[config.mk]
export PLATFORM = sky130hd
export DESIGN_NAME = gpio_input_controller
export DESIGN_NICKNAME = d
export VERILOG_FILES = /design/src/rtl/gpio_pkg.sv /design/src/rtl/gpio_in_debounce.sv /design/src/rtl/gpio_input_controller.sv
export SDC_FILE = /design/constraint.sdc
export NUM_CORES = 1
export LEC_CHECK = 0
export BUFFER_PORTS_ARGS = -buffer_cell sky130_fd_sc_hd__buf_4
export CAP_MARGIN = 20
export CORE_ASPECT_RATIO = 0.9
export CORE_MARGIN = 5
export CORE_UTILIZATION = 42
export DETAILED_ROUTE_END_ITERATION = 6
export PLACE_DENSITY_LB_ADDON = 0.12
export SLEW_MARGIN = 0
export SYNTH_ARGS = -nofsm -noshare
export SYNTH_HDL_FRONTEND = slang
export SYNTH_HIERARCHICAL = 1
export SYNTH_SLANG_ARGS = --single-unit
[constraint.sdc]
create_clock -name clk -period 1.3 [get_ports clk]
set_input_delay 0.13 -clock clk [delete_from_list [all_inputs] [get_ports clk]]
set_output_delay 0.13 -clock clk [all_outputs]
set_load 0.01 [all_outputs]
[src/rtl/gpio_pkg.sv]
// Shared GPIO register-map constants and decode types for the data-memory bus
// (output controller, input controller and address decoder).
package gpio_pkg;

    localparam logic [31:0] GPIO_OUT_ADDR         = 32'h1001_0024;
    localparam logic [31:0] GPIO_IN_DATA_ADDR     = 32'h1001_0028;
    localparam logic [31:0] GPIO_IN_STATUS_ADDR   = 32'h1001_002C;
    localparam int          GPIO_IN_WIDTH_DEFAULT = 8;

    typedef enum logic [1:0] {
        SEL_NONE   = 2'd0,
        SEL_DATA   = 2'd1,
        SEL_STATUS = 2'd2
    } gpio_in_sel_e;

endpackage

[src/rtl/gpio_in_debounce.sv]
// Single-bit debouncer: 'stable' follows 'sample' only after DEBOUNCE_CYCLES
// consecutive samples that differ from the current stable value.
module gpio_in_debounce #(
    parameter int DEBOUNCE_CYCLES = 4
) (
    input  logic clk,
    input  logic reset,
    input  logic sample,
    output logic stable
);

    localparam int               CNT_W    = $clog2(DEBOUNCE_CYCLES) + 1;
    localparam logic [CNT_W-1:0] CNT_LAST = CNT_W'(DEBOUNCE_CYCLES - 1);

    logic [CNT_W-1:0] cnt_q, cnt_d;
    logic             stable_q, stable_d;

    // Any sample matching the stable value restarts the count, so glitches are dropped.
    always_comb begin
        cnt_d    = cnt_q;
        stable_d = stable_q;
        if (sample == stable_q) begin
            cnt_d = '0;
        end else if (cnt_q == CNT_LAST) begin
            stable_d = sample;
            cnt_d    = '0;
        end else begin
            cnt_d = cnt_q + CNT_W'(1);
        end
    end

    always_ff @(posedge clk or posedge reset) begin
        if (reset) begin
            cnt_q    <= '0;
            stable_q <= 1'b0;
        end else begin
            cnt_q    <= cnt_d;
            stable_q <= stable_d;
        end
    end

    assign stable = stable_q;

endmodule

[src/rtl/gpio_input_controller.sv]
// Memory-mapped GPIO input port: 2-flop synchronizer, optional debounce
// (define GPIO_IN_DEBOUNCE_EN), sticky rising-edge flags with W1C clear.
module gpio_input_controller
    import gpio_pkg::*;
#(
    parameter int                    DATA_WIDTH      = 32,
    parameter int                    ADDR_WIDTH      = 32,
    parameter int                    GPIO_WIDTH      = GPIO_IN_WIDTH_DEFAULT,
    parameter logic [ADDR_WIDTH-1:0] DATA_ADDR       = ADDR_WIDTH'(GPIO_IN_DATA_ADDR),
    parameter logic [ADDR_WIDTH-1:0] STATUS_ADDR     = ADDR_WIDTH'(GPIO_IN_STATUS_ADDR),
    parameter int                    DEBOUNCE_CYCLES = 4
) (
    input  logic                  clk,
    input  logic                  reset,
    input  logic [ADDR_WIDTH-1:0] addr_ram,
    input  logic [DATA_WIDTH-1:0] wdata,
    input  logic                  enable_sw,
    input  logic [GPIO_WIDTH-1:0] gpio_data_in,
    output logic [DATA_WIDTH-1:0] rdata,
    output logic                  irq
);

    if (GPIO_WIDTH > DATA_WIDTH || GPIO_WIDTH < 1 || DEBOUNCE_CYCLES < 1) begin : g_bad_cfg
        $error("gpio_input_controller: invalid GPIO_WIDTH/DATA_WIDTH/DEBOUNCE_CYCLES");
    end

    logic [GPIO_WIDTH-1:0] sync1_q, sync2_q;
    logic [GPIO_WIDTH-1:0] pin_val;
    logic [GPIO_WIDTH-1:0] prev_q;
    logic [GPIO_WIDTH-1:0] flags_q, flags_d;
    logic [GPIO_WIDTH-1:0] rise;
    gpio_in_sel_e          sel;
    logic                  unused_wdata;

    // Only the low GPIO_WIDTH bits of a write carry clear masks.
    assign unused_wdata = ^(wdata >> GPIO_WIDTH);

    always_ff @(posedge clk or posedge reset) begin
        if (reset) begin
            sync1_q <= '0;
            sync2_q <= '0;
        end else begin
            sync1_q <= gpio_data_in;
            sync2_q <= sync1_q;
        end
    end

`ifdef GPIO_IN_DEBOUNCE_EN
    for (genvar i = 0; i < GPIO_WIDTH; i++) begin : g_db
        gpio_in_debounce #(
            .DEBOUNCE_CYCLES(DEBOUNCE_CYCLES)
        ) u_db (
            .clk    (clk),
            .reset  (reset),
            .sample (sync2_q[i]),
            .stable (pin_val[i])
        );
    end
`else
    logic [GPIO_WIDTH-1:0] pin_val_q;

    always_ff @(posedge clk or posedge reset) begin
        if (reset) begin
            pin_val_q <= '0;
        end else begin
            pin_val_q <= sync2_q;
        end
    end

    assign pin_val = pin_val_q;
`endif

    always_comb begin
        sel = SEL_NONE;
        if (addr_ram == DATA_ADDR) begin
            sel = SEL_DATA;
        end else if (addr_ram == STATUS_ADDR) begin
            sel = SEL_STATUS;
        end
    end

    assign rise = pin_val & ~prev_q;

    // A new rising edge wins over a simultaneous clear of the same bit.
    always_comb begin
        flags_d = flags_q | rise;
        if (enable_sw && (sel == SEL_STATUS)) begin
            flags_d = (flags_q & ~wdata[GPIO_WIDTH-1:0]) | rise;
        end
    end

    always_ff @(posedge clk or posedge reset) begin
        if (reset) begin
            prev_q  <= '0;
            flags_q <= '0;
        end else begin
            prev_q  <= pin_val;
            flags_q <= flags_d;
        end
    end

    always_comb begin
        rdata = '0;
        case (sel)
            SEL_DATA:   rdata = DATA_WIDTH'(pin_val);
            SEL_STATUS: rdata = DATA_WIDTH'(flags_q);
            default:    rdata = '0;
        endcase
    end

    assign irq = |flags_q;

endmodule

After elaboration in Yosys (flattened, before gate mapping)
Cells that the tools add are included.
{ "classes": {"bitwise": 6, "n_mux": 4, "n_eq_ne": 4, "n_reduce_logical": 2} }
{ "op_table": {"columns": ["op", "n"], "rows": [
  ["$eq 32x29->1 const B", 2],
  ["$and 8x8->8", 2],
  ["$not 8->8", 2],
  ["$or 8x8->8", 2],
  ["$pmux 8 s2", 1],
  ["$mux 8", 1],
  ["$reduce_or 8->1", 1],
  ["$mux 2", 2],
  ["$eq 2x1->1 const B", 1],
  ["$eq 2x2->1 const B", 1],
  ["$logic_and 1x1->1", 1]
]} }
{ "word_totals": {"input_bits": 75, "out_inout_bits": 33, "wordCells": 21, "regBits": 40} }

Logic depth before layout (Yosys ltp)
Gate-level depths: netlist of run 1.
{ "depth": {"depth_word": 6, "mapped_depth": 4, "mapped_depth_nobuf": 3} }

Least setup slack after synthesis of run 1
OpenSTA, ideal clock, no wires.
{ "synth_timing": {"path_type": "input port to output port", "from": "input port addr_ram[21]", "to": "output port rdata[0]", "path_buffers": 0, "t_arrival_ns": 0.986, "required_time_ns": 1.170, "stages": 3, "setup_slack_ns": 0.184, "cell_sequence": "nor4_2 -> nand4_2 -> nor3_1"} }
{ "synth_between": {"elab_chain_cells": 5, "word_cells_on_any_way": 7, "classes_between": "eq/ne: 4; mux: 3"} }
{ "synth_rtl": {"columns": ["element", "line_no", "text"], "rows": [
  ["from (decl)", "gpio_input_controller.sv:15", "input logic [ADDR_WIDTH-1:0] addr_ram,"],
  ["$eq 32x29->1", "gpio_input_controller.sv:77", "end else if (addr_ram == STATUS_ADDR) begin"],
  ["$mux 2", "gpio_input_controller.sv:77", null],
  ["$mux 2 *", "gpio_input_controller.sv:75", "if (addr_ram == DATA_ADDR) begin"],
  ["$eq 2x2->1 or $eq 2x1->1 (tied branches)", "gpio_input_controller.sv:104", "case (sel)"],
  ["$pmux 8 s2 *", "gpio_input_controller.sv:104", null],
  ["to (decl)", "gpio_input_controller.sv:19", "output logic [DATA_WIDTH-1:0] rdata,"]
]} }
Mark *: on every way between the ends. The rest lies on a longest branch, timed or not.

Worst setup path in the final report of run 1
{ "layout_timing": {"from": "input port addr_ram[12]", "to": "output port rdata[1]"} }
Same word-level chain as after synthesis.

==> impl_metrics.env, run 1 <==
export IMPL_initial_utilization_pct=43.0
export IMPL_cellLeakagePower_nw=1.23
export IMPL_routedWlPerCell_um=14.9
export IMPL_grtUsageTotal_pct=13.8
export IMPL_fin_util_pct=63.3
export IMPL_drive_gt1_share_pct=46.0
export IMPL_outcome="finished, violations left"
export IMPL_regToRegStartpoint="prev_q[6]"
export IMPL_post_route_period_util_pct=103
export IMPL_crit_fanout=8
export IMPL_maxCapViolCount=0
export IMPL_synth_seq_area_share_pct=57.9
export IMPL_io_buffers=59
export IMPL_via_per_inst=4.69
export IMPL_design_area_mm2=0.00254
export IMPL_cts_sinks=40
export IMPL_die_area_mm2=0.00550
export IMPL_hpwl_um=2870
export IMPL_slew_violations=0
export IMPL_cp_slowest_cell="nor4_4"
export IMPL_cts_tree="done"
export IMPL_path_class="input port to output pin"
export IMPL_crit_chain="buf_6 > nor4_4 > nand4_4 > nor3_2 > buf_4"
export IMPL_yosysTopAreaCell="dfrtp_1"
export IMPL_netlist_area_leader_share_pct=57.9
export IMPL_root_buffer="clkbuf_8"
export IMPL_io_pins=108
export IMPL_total_power_mw=2.58
export IMPL_place_gp_congestion=0.779
export IMPL_num_vias=1224
export IMPL_drcViolationCount=0
export IMPL_antenna_found_initial=0
export IMPL_worstSkewPairLatency_ns=0.28
export IMPL_placedInstanceArea_mm2=0.00214
export IMPL_numCtsBuffers=5
export IMPL_hp_start="wdata[0]"
export IMPL_synth_cell_types=20
export IMPL_cts_buffer_depth=2
export IMPL_layout_commonest_cell="buf_4"
export IMPL_worst_slack_ns=-0.0432
export IMPL_drt_first_pass_iters=4
export IMPL_endpoint_kind="output pin"
export IMPL_worstRegToRegCells=3
export IMPL_drtIter0Drc=51
export IMPL_path_delay_family="simple AND/OR/NAND/NOR gates"
export IMPL_yosysWarnings=6
export IMPL_rrSetupSlack_ns=0.34
export IMPL_pre_cts_slack_ns=-0.197
export IMPL_die_w_um=77.6
export IMPL_antenna_left=0
export IMPL_synth_area_top_cells="dfrtp_1 58%, buf_4 11%, mux2i_1 4.6%"
export IMPL_hp_class="input port to flop"
export IMPL_path_buf_inv=2
export IMPL_grt_pass1_wl_um=6140
export IMPL_synth_seq_cells=40
export IMPL_setup_worst_path_start="addr_ram[12]"
export IMPL_cp_arrival_ns=1.21
export IMPL_max_freq_mhz=744
export IMPL_grt_pass1_vias=1257
export IMPL_critical_path_depth=5
export IMPL_setup_tns_ns=-0.0893
export IMPL_netlist_area_mm2=0.00173
export IMPL_rsz0062_at_grt="yes"
export IMPL_cts_reportedPaths_clkPinSlew_ns=0.08
export IMPL_drt_total_wl_um=3880
export IMPL_p_per_area_mw_per_mm2=1010
export IMPL_hold_depth=3
export IMPL_core_mm2=0.00402
export IMPL_antenna_diode_count=0
export IMPL_finalNonFillerCells=261
export IMPL_syn_instance_count=133
export IMPL_area_growth_pct=47.2
export IMPL_overflow=0
export IMPL_crit_required_ns=1.17
export IMPL_start_kind="input port"
export IMPL_syn_avg_cell_area_um2=13.0
export IMPL_dieHeight_um=70.9
export IMPL_dp_cells=238
export IMPL_violations="negative setup slack"
export IMPL_finalHoldViolCount=0
export IMPL_mostFrequentLayoutCells="53 x buf_4, 40 x dfrtp_1, 24 x conb_1"
export IMPL_ir_drop_v=0.000901
export IMPL_cts_htree_levels=2
export IMPL_grt_max_degree=41
export IMPL_min_period_ns=1.34
export IMPL_setup_violations=5
export IMPL_clock_skew_ns=0.00639
export IMPL_rows=22
export IMPL_cp_slowest_stage_delay_ns=0.33
export IMPL_hold_ws_ns=0.178
export IMPL_fin_nets=287
==> cell usage after synthesis <==
library cell,instances
nor4_4,2
nor4_1,2
mux2i_1,8
nand4_2,2
nand2b_1,8
inv_1,9
nor3_1,8
buf_2,2
nand2_1,1
nor4_2,2
a32oi_1,8
and4_1,2
and3_1,8
conb_1,1
nor4b_4,2
dfrtp_1,40
and2_1,1
nor4b_2,1
nor3b_1,1
buf_4,25
==> final cells by class <==
type / instances / area [um2]
Clock buffer: 5 / 68.8
Sequential cell: 40 / 1000
Clock inverter: 3 / 42.5
Timing Repair Buffer: 76 / 646
Inverter: 9 / 33.8
Tap cell: 48 / 60.1
Fill cell: 325 / 1470
Multi-Input combinational cell: 80 / 693
==> per-layer routing <==
layer	track usage (%)	part of all wire [%]	vias up
li1	-	-	572
met1	17.6	39	583
met2	22.0	49	66
met3	5.22	11	3
met4	4.01	0.62	0
met5	0	0	-
==> worst register-to-register path, cell delays in order (launching register included) <==
cell,delay (ns)
dfrtp_1,0.36
nand2b_1,0.15
and3_1,0.16
a32oi_1,0.20
==> state kept, by name (all words and copies together), names as in the netlist <==
name     flops
flags_q      8
pin_val      8
prev_q       8
sync1_q      8
sync2_q      8
==> what timing repair did <==
| action | CTS | global route |
|---|---|---|
| setup endpoints to repair | 9 | 9 |
| pin swaps | 10 | 12 |
| resized for setup | 21 | 12 |
| buffers inserted | 5 | 1 |
| cloned | 0 | 0 |
| hold buffers | 9 | 0 |
| endpoints found under the hold margin | 48 | 0 |
==> worst paths after layout <==
kind	end
setup / recovery	rdata[1]
hold / removal	flags_q[0]
setup reg to reg	flags_q[6]
hold reg to reg	pin_val[6]
max in group asynchronous	sync1_q[1]
min in group asynchronous	sync1_q[7]
==> report_power, final <==
group          internal, mW  leakage, nW  switching [mW]
combinational         0.164        0.733           0.134
sequential             1.29        0.443          0.0211
clock                 0.567       0.0541           0.401
==> kinds of logic (layout without fill, tap and decap cells) <==
| family | count (synthesis) | after routing | share of synthesized area [%] |
|---|---|---|---|
| AOI/OAI and AO/OA | 8 | 8 | 4.05 |
| buffers and inverters | 36 | 93 | 13.4 |
| DFF | 40 | 40 | 57.9 |
| muxes | 8 | 8 | 4.63 |
| other | 1 | 24 | 0.217 |
| and+or+nand+nor | 40 | 40 | 19.8 |
(Power assumes the default switching activity.)
==> run 2: changes to the inputs <==
--- a/config.mk
+++ b/config.mk
@@ -7,8 +7,7 @@
 export LEC_CHECK = 0
 export BUFFER_PORTS_ARGS = -buffer_cell sky130_fd_sc_hd__buf_4
 export CAP_MARGIN = 20
-export CORE_ASPECT_RATIO = 0.9
-export CORE_MARGIN = 5
+export CORE_ASPECT_RATIO = 2
 export CORE_UTILIZATION = 42
 export DETAILED_ROUTE_END_ITERATION = 6
 export PLACE_DENSITY_LB_ADDON = 0.12
==> run 2 against run 1 <==
The run still ends with negative setup slack left. Worst hold slack better by 0.0057 ns. Critical endpoint is now irq. Combinational power down 2%. Design area decreased by 0.44%. Cell count is 0.38% higher. Critical path type is now flop to output pin. Sequential share of layout area increased by 0.17 points. Routed wire length is 9.5% lower. Highest routed layer unchanged. Largest power group unchanged. Critical path depth down 2. First-iteration DRC count fell by 84%.
==> impl_metrics.env, run 2 (synthesis gave the netlist of run 1 again) <==
export IMPL_cts_sinks=40
export IMPL_mostFrequentLayoutCells="55 x buf_4, 40 x dfrtp_1, 24 x conb_1"
export IMPL_cellLeakagePower_nw=1.23
export IMPL_numCtsBuffers=5
export IMPL_cts_reportedPaths_clkPinSlew_ns=0.07
export IMPL_antenna_diode_count=0
export IMPL_hpwl_um=2610
export IMPL_cp_arrival_ns=1.21
export IMPL_outcome="finished, violations left"
export IMPL_path_delay_family="flip-flops"
export IMPL_routedWlPerCell_um=13.4
export IMPL_worstSkewPairLatency_ns=0.28
export IMPL_placedInstanceArea_mm2=0.00215
export IMPL_die_area_mm2=0.00439
export IMPL_fin_nets=286
export IMPL_drive_gt1_share_pct=44.5
export IMPL_min_period_ns=1.34
export IMPL_root_buffer="clkbuf_8"
export IMPL_initial_utilization_pct=44.5
export IMPL_path_class="flop to output pin"
export IMPL_worst_slack_ns=-0.0414
export IMPL_overflow=0
export IMPL_rows=32
export IMPL_area_growth_pct=46.5
export IMPL_via_per_inst=4.61
export IMPL_grt_pass1_wl_um=5050
export IMPL_slew_violations=0
export IMPL_ir_drop_v=0.00162
export IMPL_grt_pass1_vias=1290
export IMPL_drt_total_wl_um=3510
export IMPL_max_freq_mhz=746
export IMPL_cts_buffer_depth=2
export IMPL_io_buffers=59
export IMPL_design_area_mm2=0.00253
export IMPL_finalHoldViolCount=0
export IMPL_crit_chain="nor4_2 > nand2_1 > buf_4"
export IMPL_maxCapViolCount=0
export IMPL_rsz0062_at_grt="yes"
export IMPL_cts_tree="done"
export IMPL_core_mm2=0.00388
export IMPL_antenna_found_initial=0
export IMPL_dieHeight_um=92.7
export IMPL_setup_violations=3
export IMPL_clock_skew_ns=0.00369
export IMPL_start_kind="flop"
export IMPL_grtUsageTotal_pct=16.7
export IMPL_crit_required_ns=1.17
export IMPL_drtIter0Drc=8
export IMPL_io_pins=108
export IMPL_cp_slowest_cell="dfrtp_1"
export IMPL_hp_class="input port to flop"
export IMPL_rrSetupSlack_ns=0.31
export IMPL_setup_tns_ns=-0.0727
export IMPL_cts_htree_levels=2
export IMPL_grt_max_degree=41
export IMPL_antenna_left=0
export IMPL_drt_first_pass_iters=3
export IMPL_drcViolationCount=0
export IMPL_layout_commonest_cell="buf_4"
export IMPL_die_w_um=47.4
export IMPL_post_route_period_util_pct=103
export IMPL_endpoint_kind="output pin"
export IMPL_violations="negative setup slack"
export IMPL_path_buf_inv=1
export IMPL_cp_slowest_stage_delay_ns=0.40
export IMPL_place_gp_congestion=0.761
export IMPL_crit_fanout=2
export IMPL_p_per_area_mw_per_mm2=1080
export IMPL_num_vias=1209
==> run 2: cell count changes in the layout (fill, tap and decap cells not counted) <==
cell	previous run	this run
buf_4	53	55
buf_6	14	11
bufinv_16	1	2
clkinv_2	1	0
clkinvlp_4	1	0
mux2i_1	5	7
mux2i_2	3	1
nor3_2	7	8
nor3_4	1	0
==> run 2: path summary, 6_finish.rpt <==
kind | end | startpoint | depth (start not counted)
setup / recovery | irq | flags_q[2] | 3
hold / removal | flags_q[5] | wdata[5] | 3
hold reg to reg | pin_val[1] | sync2_q[1] | 0
max in group asynchronous | sync2_q[0] | reset | 4
min in group asynchronous | pin_val[3] | reset | 4
setup reg to reg | flags_q[0] | prev_q[0] | 3
==> run 2: worst reg2reg max path, delay by kind of cell, from the launching register on <==
family | cells | cell delay (ns)
AOI/OAI and AO/OA | 1 | 0.21
DFF | 1 | 0.36
and+or+nand+nor | 2 | 0.34
==> run 2: area by class of cell <==
class / count / area [um2]
clock buffer: 5 / 68.8
fill: 318 / 1350
tap: 51 / 63.8
inverter: 9 / 33.8
clock inverter: 2 / 60.1
multi-input combinational: 80 / 679
timing repair buffer: 75 / 627
sequential: 40 / 1000
==> run 2: through the flow <==
step / std cells / util [%] / total power, mW / setup WS, ns / hold slack [ns]
final: 262 / 65.2 / 2.74 / -0.0414 / 0.184
after global routing: 262 / 65.2 / 2.86 / -0.0806 / 0.175
after CTS: 262 / 64.3 / 2.76 / -0.0549 / 0.179
after detailed placement: 242 / 55.3 / 1.58 / -0.102 / 0.241
after global placement: 242 / 55.3 / 1.57 / -0.0631 / 0.240
after floorplan: 156 / - / 1.48 / 0.184 / 0.161
==> run 2: what timing repair did <==
action / CTS / global route
endpoints found under the hold margin: 48 / 0
setup endpoints to repair: 9 / 9
resized for setup: 17 / 10
buffers inserted: 4 / 0
hold buffers: 9 / 0
pin swaps: 11 / 8
==> run 2: per-layer routing <==
metal	up-vias	GRT usage, %	part of all wire (%)
li1	572	-	-
met3	8	2.53	7.1
met1	562	12.5	30
met2	67	33.7	60
met4	0	8.81	2.5
met5	-	0	0
==> run 2: power breakdown <==
part	total, mW	internal, mW	switching (mW)
combinational	0.293	0.162	0.131
sequential	1.31	1.29	0.0195
clock	1.13	0.755	0.374
==> run 3: changes to the inputs <==
--- a/config.mk
+++ b/config.mk
@@ -8,7 +8,7 @@
 export BUFFER_PORTS_ARGS = -buffer_cell sky130_fd_sc_hd__buf_4
 export CAP_MARGIN = 20
 export CORE_ASPECT_RATIO = 2
-export CORE_UTILIZATION = 42
+export CORE_UTILIZATION = 38
 export DETAILED_ROUTE_END_ITERATION = 6
 export PLACE_DENSITY_LB_ADDON = 0.12
 export SLEW_MARGIN = 0
==> constraint.sdc (replaced) <==
create_clock -name clk -period 1.2 [get_ports clk]
set_input_delay 0.12 -clock clk [delete_from_list [all_inputs] [get_ports clk]]
set_output_delay 0.12 -clock clk [all_outputs]
set_load 0.01 [all_outputs]
==> run 3 against run 2 <==
The flow still finishes with violations (negative setup slack). Critical path depth did not move. Design area rose by 0.25%. Utilization fell by 6.7 points. Cell count rose by 0.38%. First-iteration DRC count rose by 50%. Critical path type unchanged. Largest power group unchanged.
==> impl_metrics.env, run 3 (synthesis gave the netlist of run 1 again) <==
export IMPL_grtUsageTotal_pct=15.6
export IMPL_crit_fanout=3
export IMPL_antenna_diode_count=0
export IMPL_cts_tree="done"
export IMPL_die_area_mm2=0.00484
export IMPL_grt_pass1_vias=1297
export IMPL_clock_skew_ns=0.00542
export IMPL_cts_sinks=40
export IMPL_path_class="flop to output pin"
export IMPL_cts_reportedPaths_clkPinSlew_ns=0.07
export IMPL_fin_util_pct=58.5
export IMPL_drtIter0Drc=12
export IMPL_numCtsBuffers=5
export IMPL_finalHoldViolCount=0
export IMPL_outcome="finished, violations left"
export IMPL_cp_arrival_ns=1.26
export IMPL_seqCellArea_mm2=0.00100
export IMPL_drt_first_pass_iters=4
export IMPL_cts_htree_levels=2
export IMPL_cts_buffer_depth=2
export IMPL_mostFrequentLayoutCells="49 x buf_4, 40 x dfrtp_1, 24 x conb_1"
export IMPL_min_period_ns=1.38
export IMPL_overflow=0
export IMPL_hold_depth=3
export IMPL_layout_commonest_cell="buf_4"
export IMPL_max_freq_mhz=727
export IMPL_antenna_left=0
export IMPL_violations="negative setup slack"
export IMPL_crit_required_ns=1.08
export IMPL_io_pins=108
export IMPL_post_route_period_util_pct=115
export IMPL_io_buffers=59
export IMPL_maxCapViolCount=0
export IMPL_endpoint_kind="output pin"
export IMPL_rsz0062_at_grt="yes"
export IMPL_drcViolationCount=0
export IMPL_routedWlPerCell_um=13.2
export IMPL_drt_total_wl_um=3480
export IMPL_root_buffer="clkbuf_8"
export IMPL_multi_input_area_um2=687
export IMPL_hp_class="input port to flop"
export IMPL_total_power_mw=2.89
export IMPL_place_gp_congestion=0.765
export IMPL_fillCellCount=377
export IMPL_start_kind="flop"
export IMPL_setup_violations=9
export IMPL_via_per_inst=4.57
export IMPL_cellLeakagePower_nw=1.25
export IMPL_worst_slack_ns=-0.175
export IMPL_p_per_area_mw_per_mm2=1140
export IMPL_grt_max_degree=41
export IMPL_core_mm2=0.00434
export IMPL_dieHeight_um=97.4
export IMPL_pre_cts_slack_ns=-0.167
export IMPL_ir_drop_v=0.00145
export IMPL_drive_gt1_share_pct=43.1
export IMPL_worstRegToRegCells=3
export IMPL_area_growth_pct=46.9
export IMPL_antenna_found_initial=0
export IMPL_slew_violations=0
export IMPL_grt_pass1_wl_um=5700
export IMPL_num_vias=1201
export IMPL_hpwl_um=2540
export IMPL_die_w_um=49.7
export IMPL_worstSkewPairLatency_ns=0.28
export IMPL_initial_utilization_pct=39.9
export IMPL_rows=34
export IMPL_fin_nets=283
## run 3: cell count changes in the layout (fill, tap and decap cells not counted), sizes merged
cell    previous run  this run
buf               66        63
clkbuf             5         7
bufinv             2         1
## run 3: path summary, 6_finish.rpt
check	slack, ns	start	to
worst max-delay path	-0.18	flags_q[2]	irq
min in group asynchronous	0.43	reset	sync1_q[7]
worst min register to register	0.34	sync2_q[6]	pin_val[6]
worst min-delay path	0.17	wdata[7]	flags_q[7]
max in group asynchronous	0.57	reset	sync1_q[5]
worst max register to register	0.23	prev_q[0]	flags_q[0]
## run 3: what timing repair did
| action | CTS | global route |
|---|---|---|
| endpoints found under the setup margin | 9 | 9 |
| hold buffers | 9 | 0 |
| pin swaps | 16 | 15 |
| gates cloned | 0 | 0 |
| gates resized for setup | 21 | 8 |
| setup buffers | 1 | 0 |
| hold endpoints to repair | 48 | 0 |
## run 3: per-layer routing
| layer | global-route usage [%] | part of all wire [%] | vias to the layer above |
|---|---|---|---|
| met1 | 13.8 | 32 | 557 |
| met4 | 7.91 | 2.0 | 0 |
| met2 | 29.7 | 58 | 71 |
| met3 | 4.54 | 8.2 | 7 |
| li1 | - | - | 566 |
| met5 | 0 | 0 | - |
## run 3: final cells by class
cell class / count / share of cell area [%]
multi-input cells: 80 / 27.0
clock inverters: 1 / 1.18
repair buffers: 72 / 24.6
well taps: 54 / 2.66
clock buffers: 7 / 3.79
flip-flops and latches: 40 / 39.4
inverters: 9 / 1.33
## run 3: critical path, cell delays in order, from the launching register on
cell and delay, ns:
dfrtp_1 0.42, nor4_4 0.31, nand2_1 0.11, buf_6 0.13
## run 3: through the flow
step	cell area [um2]	cells	hold WS (ns)	setup TNS [ns]
floorplan	1820	156	0.151	0
global placement	2160	245	0.191	-1.07
detailed placement	2160	245	0.197	-1.51
CTS	2500	263	0.155	-0.736
global route	2540	263	0.173	-1.29
finish	2540	263	0.172	-0.915
## run 3: power by group
part	switching [mW]	total (mW)	internal, mW
logic	0.143	0.325	0.182
clock network	0.416	1.15	0.733
registers	0.0188	1.42	1.40
total	0.578	2.89	2.32
